===== config.mk =====
export PLATFORM = sky130hd
export DESIGN_NAME = fifo
export DESIGN_NICKNAME = d
export VERILOG_FILES = /design/src/rtl/fifo_pkg.sv /design/src/rtl/fifo_sdpram.sv /design/src/rtl/fifo.sv
export SDC_FILE = /design/constraint.sdc
export NUM_CORES = 1
export LEC_CHECK = 0
export CORE_MARGIN = 5
export CORE_UTILIZATION = 28
export DETAILED_ROUTE_END_ITERATION = 16
export PLACE_DENSITY = 0.41
export SLEW_MARGIN = 15
export SYNTH_ARGS = -nofsm -noshare
export SYNTH_HDL_FRONTEND = slang
export SYNTH_HIERARCHICAL = 1
export SYNTH_SLANG_ARGS = --single-unit
export TNS_END_PERCENT = 10

===== constraint.sdc =====
create_clock -name Clock -period 3.78 [get_ports Clock]
set_clock_uncertainty 0.1 [all_clocks]
set_input_delay 0.378 -clock Clock [delete_from_list [all_inputs] [get_ports Clock]]
set_output_delay 0.378 -clock Clock [all_outputs]
set_load 0.005 [all_outputs]

===== src/rtl/fifo_pkg.sv =====
// fifo_pkg: shared sizing helpers and constants for the fifo block.
// FIFO_PARITY_EN adds one even-parity bit per stored word.
`default_nettype none

package fifo_pkg;

    localparam int FIFO_DEPTH_DFLT = 16;
    localparam int HALF_THRESHOLD  = FIFO_DEPTH_DFLT / 2;

`ifdef FIFO_PARITY_EN
    localparam int PARITY_W = 1;
`else
    localparam int PARITY_W = 0;
`endif

    // Extra MSB lets equal low bits mean either empty or full.
    function automatic int ptr_width(input int depth);
        return $clog2(depth) + 1;
    endfunction

    function automatic int half_threshold(input int depth);
        return depth / 2;
    endfunction

    localparam int PTR_W_DFLT = ptr_width(FIFO_DEPTH_DFLT);

endpackage

`default_nettype wire


===== src/rtl/fifo_sdpram.sv =====
// Simple dual-port RAM: core (sdpram) plus wrapper (fifo_sdpram).
// One write port and one enabled, registered read port. There is no reset.
`default_nettype none

module sdpram #(
    parameter int DATA_W = 32,
    parameter int ADDR_W = 4
) (
    input  logic              clk_i,
    input  logic              we_i,
    input  logic [ADDR_W-1:0] waddr_i,
    input  logic [DATA_W-1:0] wdata_i,
    input  logic              re_i,
    input  logic [ADDR_W-1:0] raddr_i,
    output logic [DATA_W-1:0] rdata_o
);

    localparam int DEPTH = 1 << ADDR_W;

    logic [DATA_W-1:0] mem_array [DEPTH];
    logic [DATA_W-1:0] rdata_q;

    always_ff @(posedge clk_i) begin
        if (we_i) begin
            mem_array[waddr_i] <= wdata_i;
        end
        if (re_i) begin
            rdata_q <= mem_array[raddr_i];
        end
    end

    assign rdata_o = rdata_q;

endmodule

module fifo_sdpram #(
    parameter int DATA_W = 32,
    parameter int ADDR_W = 4
) (
    input  logic              clk_i,
    input  logic              we_i,
    input  logic [ADDR_W-1:0] waddr_i,
    input  logic [DATA_W-1:0] wdata_i,
    input  logic              re_i,
    input  logic [ADDR_W-1:0] raddr_i,
    output logic [DATA_W-1:0] rdata_o
);

    // Inner name matches the wrapper's so backdoor paths stay stable.
    sdpram #(
        .DATA_W (DATA_W),
        .ADDR_W (ADDR_W)
    ) sdpram_i1 (
        .clk_i   (clk_i),
        .we_i    (we_i),
        .waddr_i (waddr_i),
        .wdata_i (wdata_i),
        .re_i    (re_i),
        .raddr_i (raddr_i),
        .rdata_o (rdata_o)
    );

endmodule

`default_nettype wire


===== src/rtl/fifo.sv =====
// fifo: single-clock FIFO with active-low status flags and a sticky error flag.
// Define FIFO_PARITY_EN to store a parity bit per word and flag read parity errors.
`default_nettype none

module fifo
    import fifo_pkg::*;
#(
    parameter int FIFO_DEPTH = 16,
    parameter int DATA_WIDTH = 32
) (
    input  logic                  Clock,
    input  logic                  Reset_,
    input  logic                  WriteEn,
    input  logic [DATA_WIDTH-1:0] DataIn,
    input  logic                  ReadEn,
    output logic [DATA_WIDTH-1:0] DataOut,
    output logic                  Empty_,
    output logic                  HalfFull_,
    output logic                  Full_,
    output logic                  Error_
);

    localparam int PTR_W    = ptr_width(FIFO_DEPTH);
    localparam int ADDR_W   = PTR_W - 1;
    localparam int HALF_LVL = half_threshold(FIFO_DEPTH);
    localparam int RAM_W    = DATA_WIDTH + PARITY_W;

    logic [PTR_W-1:0] wr_ptr_q, wr_ptr_d;
    logic [PTR_W-1:0] rd_ptr_q, rd_ptr_d;
    logic [PTR_W-1:0] count_d;
    logic             empty_n_q, empty_n_d;
    logic             half_n_q, half_n_d;
    logic             full_n_q, full_n_d;
    logic             error_n_q, error_n_d;
    logic             dout_vld_q, dout_vld_d;

    logic             wr_acc, rd_acc;
    logic             overflow, underflow, par_err;
    logic [RAM_W-1:0] ram_wdata, ram_rdata;

    // Registered flags already describe the current count, so they gate acceptance.
    assign wr_acc    = WriteEn & full_n_q;
    assign rd_acc    = ReadEn  & empty_n_q;
    assign overflow  = WriteEn & ~full_n_q;
    assign underflow = ReadEn  & ~empty_n_q;

`ifdef FIFO_PARITY_EN
    logic par_chk_q;

    assign ram_wdata = {^DataIn, DataIn};
    // Parity is checked the cycle the read word appears at the RAM output.
    assign par_err   = par_chk_q & (^ram_rdata);

    always_ff @(posedge Clock or negedge Reset_) begin
        if (!Reset_) begin
            par_chk_q <= 1'b0;
        end else begin
            par_chk_q <= rd_acc;
        end
    end
`else
    assign ram_wdata = DataIn;
    assign par_err   = 1'b0;
`endif

    always_comb begin
        wr_ptr_d   = wr_ptr_q + PTR_W'(wr_acc);
        rd_ptr_d   = rd_ptr_q + PTR_W'(rd_acc);
        count_d    = wr_ptr_d - rd_ptr_d;
        empty_n_d  = (count_d != '0);
        half_n_d   = (count_d < PTR_W'(HALF_LVL));
        full_n_d   = (count_d != PTR_W'(FIFO_DEPTH));
        error_n_d  = error_n_q & ~(overflow | underflow | par_err);
        dout_vld_d = dout_vld_q | rd_acc;
    end

    always_ff @(posedge Clock or negedge Reset_) begin
        if (!Reset_) begin
            wr_ptr_q   <= '0;
            rd_ptr_q   <= '0;
            empty_n_q  <= 1'b0;
            half_n_q   <= 1'b1;
            full_n_q   <= 1'b1;
            error_n_q  <= 1'b1;
            dout_vld_q <= 1'b0;
        end else begin
            wr_ptr_q   <= wr_ptr_d;
            rd_ptr_q   <= rd_ptr_d;
            empty_n_q  <= empty_n_d;
            half_n_q   <= half_n_d;
            full_n_q   <= full_n_d;
            error_n_q  <= error_n_d;
            dout_vld_q <= dout_vld_d;
        end
    end

    fifo_sdpram #(
        .DATA_W (RAM_W),
        .ADDR_W (ADDR_W)
    ) sdpram_i1 (
        .clk_i   (Clock),
        .we_i    (wr_acc),
        .waddr_i (wr_ptr_q[ADDR_W-1:0]),
        .wdata_i (ram_wdata),
        .re_i    (rd_acc),
        .raddr_i (rd_ptr_q[ADDR_W-1:0]),
        .rdata_o (ram_rdata)
    );

    // The RAM register has no reset; mask it to zero until the first real read.
    assign DataOut   = dout_vld_q ? ram_rdata[DATA_WIDTH-1:0] : '0;
    assign Empty_    = empty_n_q;
    assign HalfFull_ = half_n_q;
    assign Full_     = full_n_q;
    assign Error_    = error_n_q;

endmodule

`default_nettype wire


==> reports/metrics.sh <==
STATUS='finished, final reports clean'
SETUP_VIOLATIONS=0
ROUTED_WL_MM=49.6
LAYOUT-DRIVE-GT1-SHARE=0.245
NETLIST-CELL-TYPE-COUNT=37
MAXCAPVIOLATIONS=0
GRT_ANTENNA_BEFORE_REPAIR=3
DIE_X_UM=285
PORT_BUFFERS=71
SYNTH_EDF_COUNT=544
GR-TOTAL-OVERFLOW=0
TOTAL_LEAKAGE_POWER_nW=7.88
CLKPWRFRAC=0.289
CHIPHEIGHT_UM=285
SEQPWRFRAC=0.430
FINAL_HOLD_VIOL_COUNT=0
SW_FRAC_OF_TOTAL=0.291
SLEW-LIMIT-HEADROOM=0.242
SYNTH_TOP_CELLS_BY_AREA='edfxtp_1 (77%), mux4_2 (14%), a22oi_1 (2.3%), dfrtp_1 (1.4%), and2_1 (1.0%)'
POWER.COMBINATIONAL.FRACTION=0.280
CTS_INSERTED_BUFFERS=60
LAYOUTNONFILLERINSTCOUNT=2082
SYNTH_FLOP_CELL='edfxtp_1'
NUMBER_OF_CELLS_IN_THE_DESIGN_AFTER_PLACEMENT=1971
MOSTFREQUENTLAYOUTCELLS='edfxtp_1 (544), mux4_2 (128), clkdlybuf4s50_1 (71)'
LAYOUT_MIN_CYCLE_TIME_NS=2.77
WORSTSETUPENDPOINTTYPE='flop'
STD_CELL_ROWS=100
AVGSYNTHCELLAREA_SQ_UM=22.5
SYNTH-SEQ-AREA-SHARE=0.790
POWER.DENSITY_nW_PER_UM2=744
FIRST_PASS_ITERS=4
YOSYSWARNINGS=6
CLOCK.FMAX_MHz=361
DIE_AREA_SQ_UM=81100
POST-CTS-SETUP-BUFFERS=0
WORST-PATH-MAX-FANOUT=5
TOTALNEGATIVESETUPSLACK_NS=0
CLOCK-SINKS=559
POWER.INTERNAL_mW=13.3
VIA_COUNT=9619
WORST_IR_DROP_VDD_mV=0.427
CP_DATA_REQUIRED_TIME_NS=4.15
CTS.REPAIR.RESIZED=0
TOP_LEVEL_PORTS=72
NUMBER_OF_GLOBAL_ROUTE_VIAS_BEFORE_REPAIR=10400
SLEW_AT_THE_PIN_CLOSEST_TO_ITS_MAX_SLEW_LIMIT_NS=1.13
POWER_SWITCHING_mW=5.45
SYNTHESIS.NETS=982
DETAIL-ROUTE-ANTENNA-NETS=0
NFILLCELLS=6942
DETAIL_ROUTE.ITER0.VIOLATIONS=545
MAXSLEWVIOLCOUNT=0
CRIT_TYPE='reg -> reg'
ASYNC_FLOP_SHARE=0.0268
TIMING.FINAL.CRIT_SHARE=0.733
WORST_SKEW_PAIR.LATE_LATENCY_NS=0.62
RSZ_0062_RAISED_AFTER_GLOBAL_ROUTING='no'
CLK_ROOT_BUFFER_CELL='clkbuf_16'
CLOCKBUFFERDEPTH=3
POST-ROUTE-DRC-COUNT=0
NETS=1107
INITIAL_CORE_UTIL=0.283
HP-CLASS='in -> async'
PLACEABLECOREAREA_SQ_UM=74700
TRITONCTS='yes'
CELL_TYPE_WITH_THE_LARGEST_TOTAL_AREA_AFTER_SYNTHESIS='edfxtp_1'
DRT-VIAS-PER-INSTANCE=4.62
POST_SYNTH_INSTANCE_AREA_SQ_UM=21100
PIN_COUNT_OF_THE_BIGGEST_NET_ENTERING_GLOBAL_ROUTING=65
NETLIST_INSTANCES=939
GRT_PASS1_WL_MM=73.2
GP_CONGESTION=0.719
DETAIL_ROUTE.WL_PER_CELL_UM=23.8
SYNTH_TOP_AREA_SHARE=0.772
AREA_GROWTH_SYN_TO_LAYOUT_PCT=18.9
SYNTH_SEQ_CELLS=559
HTREE_LEVELS=2
CLK_PIN_SLEW_WORST_PATHS_NS=0.06
CTS_HOLD_BUF=0
ARRIVAL_NS=3.14
CRITPATHLAUNCHTYPE='flop'
COMMONEST_NON_FILL_NON_TAP_CELL_IN_THE_LAYOUT='edfxtp_1'
DP_HPWL_MM=28.8
GR-USAGE-ALL-LAYERS=0.121
## power by group through the flow
stage	combinational, mW	clock, mW	sequential, mW
final	5.25	5.41	8.05
after global routing	5.73	5.87	8.13
after CTS	5.45	5.62	8.07
after detailed placement	5.44	0	8.19
after global placement	5.45	0	8.18
after floorplan	3.50	0	8.02
## final cells by class
cell class	count	area (sq um)	area share
inverters	8	30.0	0.00119
repair buffers	109	1080	0.0431
multi-input cells	326	4310	0.171
diodes	2	5.00	0.000199
well taps	969	1210	0.0482
flip-flops and latches	559	16700	0.665
clock inverters	30	194	0.00771
clock buffers	79	1590	0.0634
## metrics by stage
step           setup WS [ns]  utilization  hold slack (ns)  power [mW]  instance area (sq um)
2_1_floorplan          0.144            -          -0.0176        11.5                  21200
6_report                1.01        0.337            0.111        18.7                  25200
5_1_grt                0.833        0.337            0.141        19.7                  25100
4_1_cts                0.859        0.337            0.106        19.1                  25100
3_3_place_gp           0.652        0.313            0.366        13.6                  23400
3_5_place_dp           0.641        0.313            0.365        13.6                  23400
## layer usage
layer | share of wire | vias to the layer above | global-route usage
li1 | - | 4196 | -
met1 | 0.46 | 5220 | 0.167
met2 | 0.49 | 136 | 0.202
met3 | 0.036 | 67 | 0.0212
met4 | 0.018 | 0 | 0.0295
met5 | 0 | - | 0
## logic make-up after synthesis
family,share of synthesized area
XOR/XNOR,0.00361
multiplexers,0.136
AO/OA/AOI/OAI,0.0267
buffers and inverters,0.0125
adder cells (fa/ha/maj),0.00414
AND/OR/NAND/NOR,0.0263
flip-flops,0.790
## flip-flops by register name, indices dropped and copies added, names as in the netlist
name and flops:
Empty_ 1, Error_ 1, Full_ 1, HalfFull_ 1, dout_vld_q 1, rd_ptr_q 5, sdpram_i1/sdpram_i1/mem_array 512, sdpram_i1/sdpram_i1/rdata_o 32
wr_ptr_q 5
## critical path, cell delays in order (launching register included)
cell	delay (ns)
dfstp_2	0.53
and2_1	0.27
ha_1	0.22
ha_1	0.25
ha_1	0.29
nand2b_1	0.15
o311ai_2	0.15
a31oi_1	0.21
xor3_1	0.29
o21bai_1	0.18
## cells in the mapped netlist, types with 3 or more instances
master / count
a22oi_1: 64
and2_1: 35
buf_1: 9
buf_2: 4
buf_4: 11
clkbuf_1: 20
dfrtp_1: 12
dfstp_2: 3
edfxtp_1: 544
ha_1: 7
inv_1: 8
mux4_2: 128
nand2_1: 35
nand2b_1: 3
nand3_1: 7
nor2_1: 13
nor3_1: 4
xnor2_1: 6
## worst paths after layout
check	to	slack, ns	startpoint	depth (start not counted)
worst max-delay path	Empty_	1.01	Full_	9
worst min-delay path	dout_vld_q	0.11	Reset_	1
worst max register to register	Empty_	1.01	Full_	9
worst min register to register	Error_	0.36	Full_	2
max in group asynchronous	rd_ptr_q[0]	2.93	Reset_	1
min in group Clock	Error_	0.23	WriteEn	2
Power figures use the tool's default switching activity.
